### src/rtl/fp_addsub_seq.sv
// Sequential floating-point adder/subtractor: one operation in flight, RNE rounding,
// subnormals flushed to zero, valid/ready handshake on both sides.
module fp_addsub_seq #(
  parameter int EXP_W = 8,
  parameter int MAN_W = 23,
  localparam int W = 1 + EXP_W + MAN_W
) (
  input  logic         clk,
  input  logic         reset,
  input  logic         in_valid,
  output logic         in_ready,
  input  logic [W-1:0] a,
  input  logic [W-1:0] b,
  input  logic         op,
  output logic         out_valid,
  input  logic         out_ready,
  output logic [W-1:0] result,
  output logic [3:0]   flags
);

  // datapath word: carry | hidden | mantissa | guard | round | sticky
  localparam int DW = MAN_W + 5;
  localparam logic [EXP_W-1:0] EXP_ONES = '1;
  localparam logic [EXP_W:0]   EXP_MAX  = {1'b0, EXP_ONES};
  localparam logic [EXP_W:0]   EXP_ONE  = (EXP_W+1)'(1);
  localparam logic [DW-1:0]    DW_ONE   = DW'(1);

  typedef enum logic [2:0] {IDLE, ALIGN, ADD, NORM, ROUND, DONE} state_t;
  state_t state, state_nxt;

  logic [W-1:0]   cap_a, cap_b;
  logic           cap_op;
  logic           sign_r, sub_r;
  logic [EXP_W:0] exp_r;
  logic [DW-1:0]  man, sml;
  logic [W-1:0]   res_q;
  logic [3:0]     flg_q;

  // ---------------- align / classify ----------------
  logic             sa, sb, za, zb, na, nb, ia, ib, a_ge, special;
  logic [EXP_W-1:0] ea, eb, e_big, e_sml, diff;
  logic [MAN_W-1:0] ma, mb;
  logic [DW-1:0]    big_ext, sml_ext, sml_sh, lost_mask;
  logic [W-1:0]     sp_res;
  logic [3:0]       sp_flags;

  assign sa = cap_a[W-1];
  assign sb = cap_b[W-1] ^ cap_op;
  assign ea = cap_a[W-2 -: EXP_W];
  assign eb = cap_b[W-2 -: EXP_W];
  assign za = (ea == '0);
  assign zb = (eb == '0);
  assign na = (ea == EXP_ONES) && (cap_a[MAN_W-1:0] != '0);
  assign nb = (eb == EXP_ONES) && (cap_b[MAN_W-1:0] != '0);
  assign ia = (ea == EXP_ONES) && (cap_a[MAN_W-1:0] == '0);
  assign ib = (eb == EXP_ONES) && (cap_b[MAN_W-1:0] == '0);
  // subnormals carry no significand: they behave as signed zeros
  assign ma = za ? '0 : cap_a[MAN_W-1:0];
  assign mb = zb ? '0 : cap_b[MAN_W-1:0];

  assign a_ge    = {ea, ma} >= {eb, mb};
  assign e_big   = a_ge ? ea : eb;
  assign e_sml   = a_ge ? eb : ea;
  assign big_ext = a_ge ? {1'b0, ~za, ma, 3'b000} : {1'b0, ~zb, mb, 3'b000};
  assign sml_ext = a_ge ? {1'b0, ~zb, mb, 3'b000} : {1'b0, ~za, ma, 3'b000};
  assign diff    = e_big - e_sml;
  assign special = na | nb | ia | ib | (za & zb);

  always_comb begin
    lost_mask = (DW_ONE << diff) - DW_ONE;
    if (32'(diff) >= 32'(MAN_W + 3))
      sml_sh = {{(DW-1){1'b0}}, |sml_ext};
    else
      sml_sh = (sml_ext >> diff) | {{(DW-1){1'b0}}, |(sml_ext & lost_mask)};
  end

  always_comb begin
    sp_res   = '0;
    sp_flags = '0;
    if (na | nb | (ia & ib & (sa != sb))) begin
      sp_res   = {1'b0, EXP_ONES, 1'b1, {(MAN_W-1){1'b0}}};
      sp_flags = 4'b1000;
    end else if (ia) begin
      sp_res = {sa, EXP_ONES, {MAN_W{1'b0}}};
    end else if (ib) begin
      sp_res = {sb, EXP_ONES, {MAN_W{1'b0}}};
    end else begin
      sp_res = {sa & sb, {(W-1){1'b0}}};
    end
  end

  // ---------------- add / normalise ----------------
  logic [DW-1:0] sum;
  logic          carry, hid, nz, norm_shl;

  assign sum      = sub_r ? man - sml : man + sml;
  assign carry    = man[DW-1];
  assign hid      = man[DW-2];
  assign nz       = |man;
  // an exact zero stops normalising at once so cancellation stays fast
  assign norm_shl = !carry && nz && !hid && (exp_r > EXP_ONE);

  // ---------------- round / pack ----------------
  logic [MAN_W:0]   m_n;
  logic [MAN_W+1:0] m_r;
  logic             g_b, r_b, s_b, rup;
  logic [EXP_W:0]   exp_fin;
  logic [MAN_W-1:0] man_fin;
  logic [W-1:0]     rnd_res;
  logic [3:0]       rnd_flags;

  assign m_n     = man[DW-2:3];
  assign g_b     = man[2];
  assign r_b     = man[1];
  assign s_b     = man[0];
  assign rup     = g_b & (r_b | s_b | m_n[0]);
  assign m_r     = {1'b0, m_n} + {{(MAN_W+1){1'b0}}, rup};
  assign exp_fin = m_r[MAN_W+1] ? exp_r + EXP_ONE : exp_r;
  assign man_fin = m_r[MAN_W+1] ? m_r[MAN_W:1] : m_r[MAN_W-1:0];

  always_comb begin
    rnd_res   = '0;
    rnd_flags = '0;
    if (!nz) begin
      rnd_res   = '0;
      rnd_flags = '0;
    end else if (!hid) begin
      // below the normal range: the whole nonzero value is lost
      rnd_res   = {sign_r, {(W-1){1'b0}}};
      rnd_flags = 4'b0011;
    end else if (exp_fin >= EXP_MAX) begin
      rnd_res   = {sign_r, EXP_ONES, {MAN_W{1'b0}}};
      rnd_flags = 4'b0101;
    end else begin
      rnd_res   = {sign_r, exp_fin[EXP_W-1:0], man_fin};
      rnd_flags = {3'b000, g_b | r_b | s_b};
    end
  end

  // ---------------- control ----------------
  always_ff @(posedge clk or posedge reset) begin
    if (reset) state <= IDLE;
    else       state <= state_nxt;
  end

  always_comb begin
    state_nxt = state;
    case (state)
      IDLE:    if (in_valid) state_nxt = ALIGN;
      ALIGN:   state_nxt = special ? DONE : ADD;
      ADD:     state_nxt = NORM;
      NORM:    if (!norm_shl) state_nxt = ROUND;
      ROUND:   state_nxt = DONE;
      DONE:    if (out_ready) state_nxt = IDLE;
      default: state_nxt = IDLE;
    endcase
  end

  always_ff @(posedge clk or posedge reset) begin
    if (reset) begin
      cap_a  <= '0;
      cap_b  <= '0;
      cap_op <= 1'b0;
      sign_r <= 1'b0;
      sub_r  <= 1'b0;
      exp_r  <= '0;
      man    <= '0;
      sml    <= '0;
      res_q  <= '0;
      flg_q  <= '0;
    end else begin
      case (state)
        IDLE: if (in_valid) begin
          cap_a  <= a;
          cap_b  <= b;
          cap_op <= op;
        end
        ALIGN: if (special) begin
          res_q <= sp_res;
          flg_q <= sp_flags;
        end else begin
          sign_r <= a_ge ? sa : sb;
          sub_r  <= sa ^ sb;
          exp_r  <= {1'b0, e_big};
          man    <= big_ext;
          sml    <= sml_sh;
        end
        ADD: man <= sum;
        NORM: if (carry) begin
          man   <= {1'b0, man[DW-1:2], man[1] | man[0]};
          exp_r <= exp_r + EXP_ONE;
        end else if (norm_shl) begin
          man   <= man << 1;
          exp_r <= exp_r - EXP_ONE;
        end
        ROUND: begin
          res_q <= rnd_res;
          flg_q <= rnd_flags;
        end
        default: ;
      endcase
    end
  end

  assign in_ready  = (state == IDLE);
  assign out_valid = (state == DONE);
  assign result    = res_q;
  assign flags     = flg_q;

endmodule

### config.mk
export PLATFORM = sky130hd
export DESIGN_NAME = fp_addsub_seq
export DESIGN_NICKNAME = d
export VERILOG_FILES = /design/src/rtl/fp_addsub_seq.sv
export SDC_FILE = /design/constraint.sdc
export NUM_CORES = 1
export LEC_CHECK = 0
export ABC_AREA = 1
export CAP_MARGIN = 10
export CORE_UTILIZATION = 52
export DETAILED_ROUTE_END_ITERATION = 8
export PLACE_DENSITY = 0.72
export RECOVER_POWER = 50
export SLEW_MARGIN = 20
export SYNTH_ARGS = -nofsm -noshare
export SYNTH_HDL_FRONTEND = slang
export SYNTH_SLANG_ARGS = --single-unit
### constraint.sdc
create_clock -name clk -period 8.75 [get_ports clk]
set_input_delay 0.875 -clock clk [delete_from_list [all_inputs] [get_ports clk]]
set_output_delay 0.875 -clock clk [all_outputs]
set_load 0.005 [all_outputs]
# Yosys cells after proc, flatten, opt, wreduce, memory -nomap -nowiden
# Cells that the tools add are included.
# word_totals
ff_bits	171
elab_cells	127
# classes
n_addsub	7
order_cmp	4
eq_ne	14
shift	2
n_mux	38
bitwise_logic	21
reduce_logical	29
# ops
cell	n
2-to-1 mux 32 bit	5
2-to-1 mux 28 bit	5
case mux 28 bit (3 select lines)	1
OR reduction 28 bit	3
2-to-1 mux 23 bit	3
case mux 32 bit (2 select lines)	1
2-to-1 mux 31 bit	2
2-to-1 mux 27 bit	2
logical NOT 23 bit	2
nonzero test 23 bit	2
2-to-1 mux 9 bit	4
>= comparator 31 bit	1
adder 28 bit	1
AND 27 x 28 -> 28 bit	1
OR 28 x 1 -> 28 bit	1
<< shifter 1 x 8 -> 28 bit (first input constant)	1
>> shifter 27 x 8 -> 28 bit	1
subtractor 28 x 1 -> 28 bit (second input constant)	1
subtractor 28 bit	1
adder 24 x 1 -> 25 bit	1
2-to-1 mux 3 bit	7
case mux 3 bit (6 select lines)	1
case mux 9 bit (2 select lines)	1
equality test 8 bit (second input constant)	2
other kinds (29)	65

# Depth between registers and ports, before layout
# depth
depth_word	11
depth_mapped	41
ltp_nobuf	38

# Least setup slack after synthesis
# No wires, ideal clock.
# synth_timing
path_type	reg-to-reg
from	register cap_a[28]
to	register sml[0]
setup_ps	117
arrival_time_ps	4528
path_slack_ps	4105
path_stages_with_launch	31
path_buffers	2
cell_sequence	dfrtp_1 > nor4_1 > inv_1 > nor2_1 > clkbuf_1 > nor2_1 > ha_1 > nand2_1 > inv_1 > a21oi_1 > a21oi_2 > nor2_4 > nand2_4 > nand2_1 > nand3b_1 > ha_1 > clkbuf_1 > inv_1 > nor2_1 > nand4_2 > nand2_1 > nor2_1 > and2_1 > nand3_1 > nand2_1 > inv_1 > nand2_1 > nor2_1 > nand3_1 > nand2_1 > nand2_1
# synth_between
elab_chain_len	11
elab_cells_between_ends	27
cone_classes	add/sub (2); order compare (2); eq/ne (1); shift (2); mux (5); bitwise (9); reduce/logical (6)
# synth_rtl
element	line_no	source
start: declaration	31	logic [W-1:0] cap_a, cap_b;
start signal: assignment	161	cap_a <= '0;
start signal: assignment	174	cap_a <= a;
logical NOT 8 bit	51	assign za = (ea == '0);
2-to-1 mux 23 bit	58	assign ma = za ? '0 : cap_a[MAN_W-1:0];
>= comparator 31 bit	61	assign a_ge = {ea, ma} >= {eb, mb};
2-to-1 mux 8 bit, on equally long branches	62, 63	
subtractor 8 bit	66	assign diff = e_big - e_sml;
<< shifter 1 x 8 -> 28 bit	70	lost_mask = (DW_ONE << diff) - DW_ONE;
subtractor 28 x 1 -> 28 bit	70	
AND 27 x 28 -> 28 bit	74	sml_sh = (sml_ext >> diff) | {{(DW-1){1'b0}}, |(sml_ext & lost_mask)};
OR reduction 28 bit	74	
OR 28 x 1 -> 28 bit	74	
2-to-1 mux 28 bit	71	if (32'(diff) >= 32'(MAN_W + 3))
end signal: assignment	186	sml <= sml_sh;
end: declaration	35	logic [DW-1:0] man, sml;
# Several ways; a longest one is shown, not always the timed one.
# A chain may end at the register's enable or synchronous reset.

# Worst setup path after layout
# layout_timing
from	register cap_b[26]
to	register sml[11]
# layout_between
elab_chain_len	8
elab_cells_between_ends	22
cone_classes	add/sub (1); order compare (2); eq/ne (1); shift (1); mux (5); bitwise (8); reduce/logical (4)
# layout_rtl
element	line_no	source
start: declaration	31	
start signal: assignment	162	cap_b <= '0;
start signal: assignment	175	cap_b <= b;
logical NOT 8 bit / equality test 8 bit (equally long branches)	52, 54, 56	
2-to-1 mux 23 bit / logical AND 1 bit (equally long branches)	59, 54	
>= comparator 31 bit / OR 1 bit (equally long branches)	61, 67	
2-to-1 mux 8 bit, or another cell as far along	62	assign e_big = a_ge ? ea : eb;
subtractor 8 bit / OR 1 bit (equally long branches)	66, 67	
>> shifter 27 x 8 -> 28 bit / OR 1 bit (equally long branches)	74, 67	
OR 28 x 1 -> 28 bit / NOT 1 bit (equally long branches)	--	
2-to-1 mux 28 bit / AND reduction 2 bit (equally long branches)	--	
# Several ways; a longest one is shown, not always the timed one.

==> flow_metrics.py <==
metrics = {
    "outcome": {
        "status": "finished with violations",
        "violations": "design-rule violations, max-capacitance violations, max-slew violations",
    },
    "routing": {
        "via_per_inst": 6.045,
        "met1_length_um": 21310,
        "drt-initial-drc-count": 1832,
        "wl_met3_um": 3509,
        "first_pass_iters": 9,
        "drtAntennaViolNets": 0,
        "drc": 11,
        "top_layer": "met4",
        "vias": 14834,
        "drt_wl_total_um": 47660,
        "wl_per_cell_um": 19.42,
        "wl_met2_um": 21220,
    },
    "cts": {
        "cts_setup_buffers": 0,
        "clockBufferDepth": 2,
        "clock_latency_ns": 0.45,
        "cts_tree": "done",
        "holdBufCountCts": 0,
        "cts_resized": 0,
        "h-tree-depth": 4,
        "cts-root-buf": "clkbuf_16",
        "cts_made_buffers": 17,
        "clkTransAtPathRegs_ns": 0.09,
        "clock_sinks": 170,
    },
    "layout": {
        "regArea_mm2": 0.004254,
        "antenna_cells": 0,
        "multi_input_area_mm2": 0.008258,
        "fillerInstances": 2586,
        "layout_common_cells": "nand2_1 (474), inv_1 (262), nor2_1 (223)",
        "drive_above_1_share": 0.04861,
        "syn2layout_area_growth_pct": 12.72,
        "nets": 2241,
        "mostFrequentLayoutCell": "nand2_1",
    },
    "critical_path": {
        "cp.required_ns": 9.11,
        "critPathArrivalTime_ns": 7.22,
        "start_kind": "register",
        "critPathCaptureType": "register",
        "crit_type": "reg2reg",
        "crit_path_top_delay_cell": "nor2_1",
        "r2r_start": "cap_b[26]$_DFFE_PP0P_",
        "path_max_fanout": 40,
        "slowest_delay_ns": 0.57,
        "critPathMostFrequentCell": "nand2_1",
        "startpoint": "cap_b[26]$_DFFE_PP0P_",
    },
    "synth": {
        "synth_top_cell_by_area": "dfrtp_1",
        "netlist_area_mm2": 0.01391,
        "synth-edff-count": 0,
        "avgSynthCellArea_um2": 6.753,
        "synth_warnings": 0,
        "yosysUniqueCellTypes": 64,
        "ys_seq_area_frac": 0.3058,
        "synthesis.nets": 2195,
        "async_flop_share": 1.000,
        "synth_area_leaders": "dfrtp_1 (31%), nand2_1 (13%), inv_1 (7.1%), nor2_1 (6.1%), ha_1 (5.8%)",
        "synthCells": 2060,
        "synth_top_area_frac": 0.3058,
        "synth_ff_type": "dfrtp_1",
        "synth_seq_cells": 170,
    },
    "worst_hold_path": {
        "min_path_type": "reg2reg",
        "worstHoldStart": "flags[3]$_DFFE_PP0P_",
    },
    "global_route": {
        "grt_usage": 0.3524,
        "grt_pass1_wl_um": 73870,
        "grt_pass1_vias": 13463,
        "grt.overflow.total": 0,
        "grt_antenna_before_repair": 0,
        "grt_max_degree": 112,
    },
    "floorplanning": {
        "boundaryPins": 107,
        "start_util": 0.5323,
        "dieArea_mm2": 0.02741,
        "core_area_mm2": 0.02613,
        "die_h_um": 165.6,
        "rows": 59,
        "dieWidth_um": 165.6,
    },
    "timing": {
        "fin_crit_ns": 6.863,
        "slew_headroom": -2.376,
        "rsz0062_at_grt": "false",
        "finalHoldViolCount": 0,
        "worst-slew-pin-transition_ns": 5.036,
        "final.setup_skew_ns": 0.01780,
        "fmax_mhz": 145.7,
        "timing.final.crit_share": 0.7843,
        "fin_setup_tns_ns": 0,
        "finalSetupViolCount": 0,
        "finalMaxSlewViolations": 219,
    },
    "run": {
        "drv_cap": 2,
    },
    "placement": {
        "dp_hpwl_um": 36400,
        "place_congestion": 0.9566,
        "io_buffers": 106,
    },
}
## worst max-delay path: cells and delay by family (launching register included)
| kind | cells | cell delay [ns] |
|---|---|---|
| fa+ha+maj | 2 | 0.49 |
| xor+xnor | 1 | 0.19 |
| buf+inv | 4 | 1.07 |
| simple gates | 19 | 4.10 |
| compound gates | 3 | 0.49 |
| flops | 1 | 0.40 |
## layer usage
metal | vias to the layer above | global-route usage
met5 | - | 0
met2 | 732 | 0.5445
met3 | 123 | 0.04920
met4 | 0 | 0.1244
li1 | 7048 | -
met1 | 6931 | 0.5009
## area by class of cell
cell class	instances	area share
clock buffers	18	0.02801
clock inverters	14	0.009655
inverters	273	0.06543
multi-input cells	1528	0.5267
flip-flops and latches	170	0.2713
well taps	335	0.02673
repair buffers	116	0.07222
## state kept, by name, summed over array words and instances (netlist names)
signal and cells:
sign_r 1, cap_b 32, sml 27, cap_op 1
cap_a 32, result 32, sub_r 1, flags 4
man 28, exp_r 9, state 3
## cell families after synthesis
group,synth area share
flops,0.3058
buf+inv,0.1013
xor+xnor,0.03517
simple gates,0.2940
compound gates,0.1998
mux,0.004047
fa+ha+maj,0.05990
## cell usage after synthesis, types with 5 or more instances
cell type / n
nand2_2: 10
or2_2: 6
ha_1: 65
a32oi_1: 11
nand2_1: 474
o211ai_1: 12
o221ai_1: 10
nand3_1: 98
nor2_4: 5
o31ai_1: 6
nor4_1: 26
a22oi_1: 11
o22ai_1: 57
nand4_2: 5
inv_1: 263
nor2_1: 225
o41ai_1: 8
clkbuf_1: 72
inv_2: 7
buf_6: 5
a21oi_1: 145
nand4_1: 40
dfrtp_1: 170
nor3_1: 26
xor2_1: 51
a211oi_1: 5
mux2_2: 5
a31oi_1: 15
buf_1: 6
a221oi_1: 17
o21ai_1: 34
o21ai_0: 98
nor2_2: 7
o2111ai_1: 8
## stage by stage
step                      hold slack, ns  cells    util  area, um^2  setup WS (ns)
final                             0.4717   2454  0.6000       15680          1.887
after floorplan                   0.4534   2060       -       13910          3.272
after CTS                         0.4782   2454  0.6004       15690          1.864
after global placement            0.4533   2422  0.5778       15100          2.054
after global routing              0.5051   2454  0.6000       15680          1.424
after detailed placement          0.4588   2422  0.5778       15100          1.915
## path summary, 6_finish.rpt
kind | cells past startpoint | slack (ns) | end
max | 29 | 1.89 | sml[11]$_DFFE_PP0P_
min in group asynchronous | 2 | 2.40 | cap_op$_DFFE_PP0P_
max reg2reg | 29 | 1.89 | sml[11]$_DFFE_PP0P_
min reg2reg | 2 | 0.47 | flags[3]$_DFFE_PP0P_
max in group asynchronous | 3 | 4.01 | cap_b[12]$_DFFE_PP0P_
min | 2 | 0.47 | flags[3]$_DFFE_PP0P_
Power is left out: the tool's default activity adds up to more than one toggle a clock period on the data nets, which glitch-free logic cannot reach.
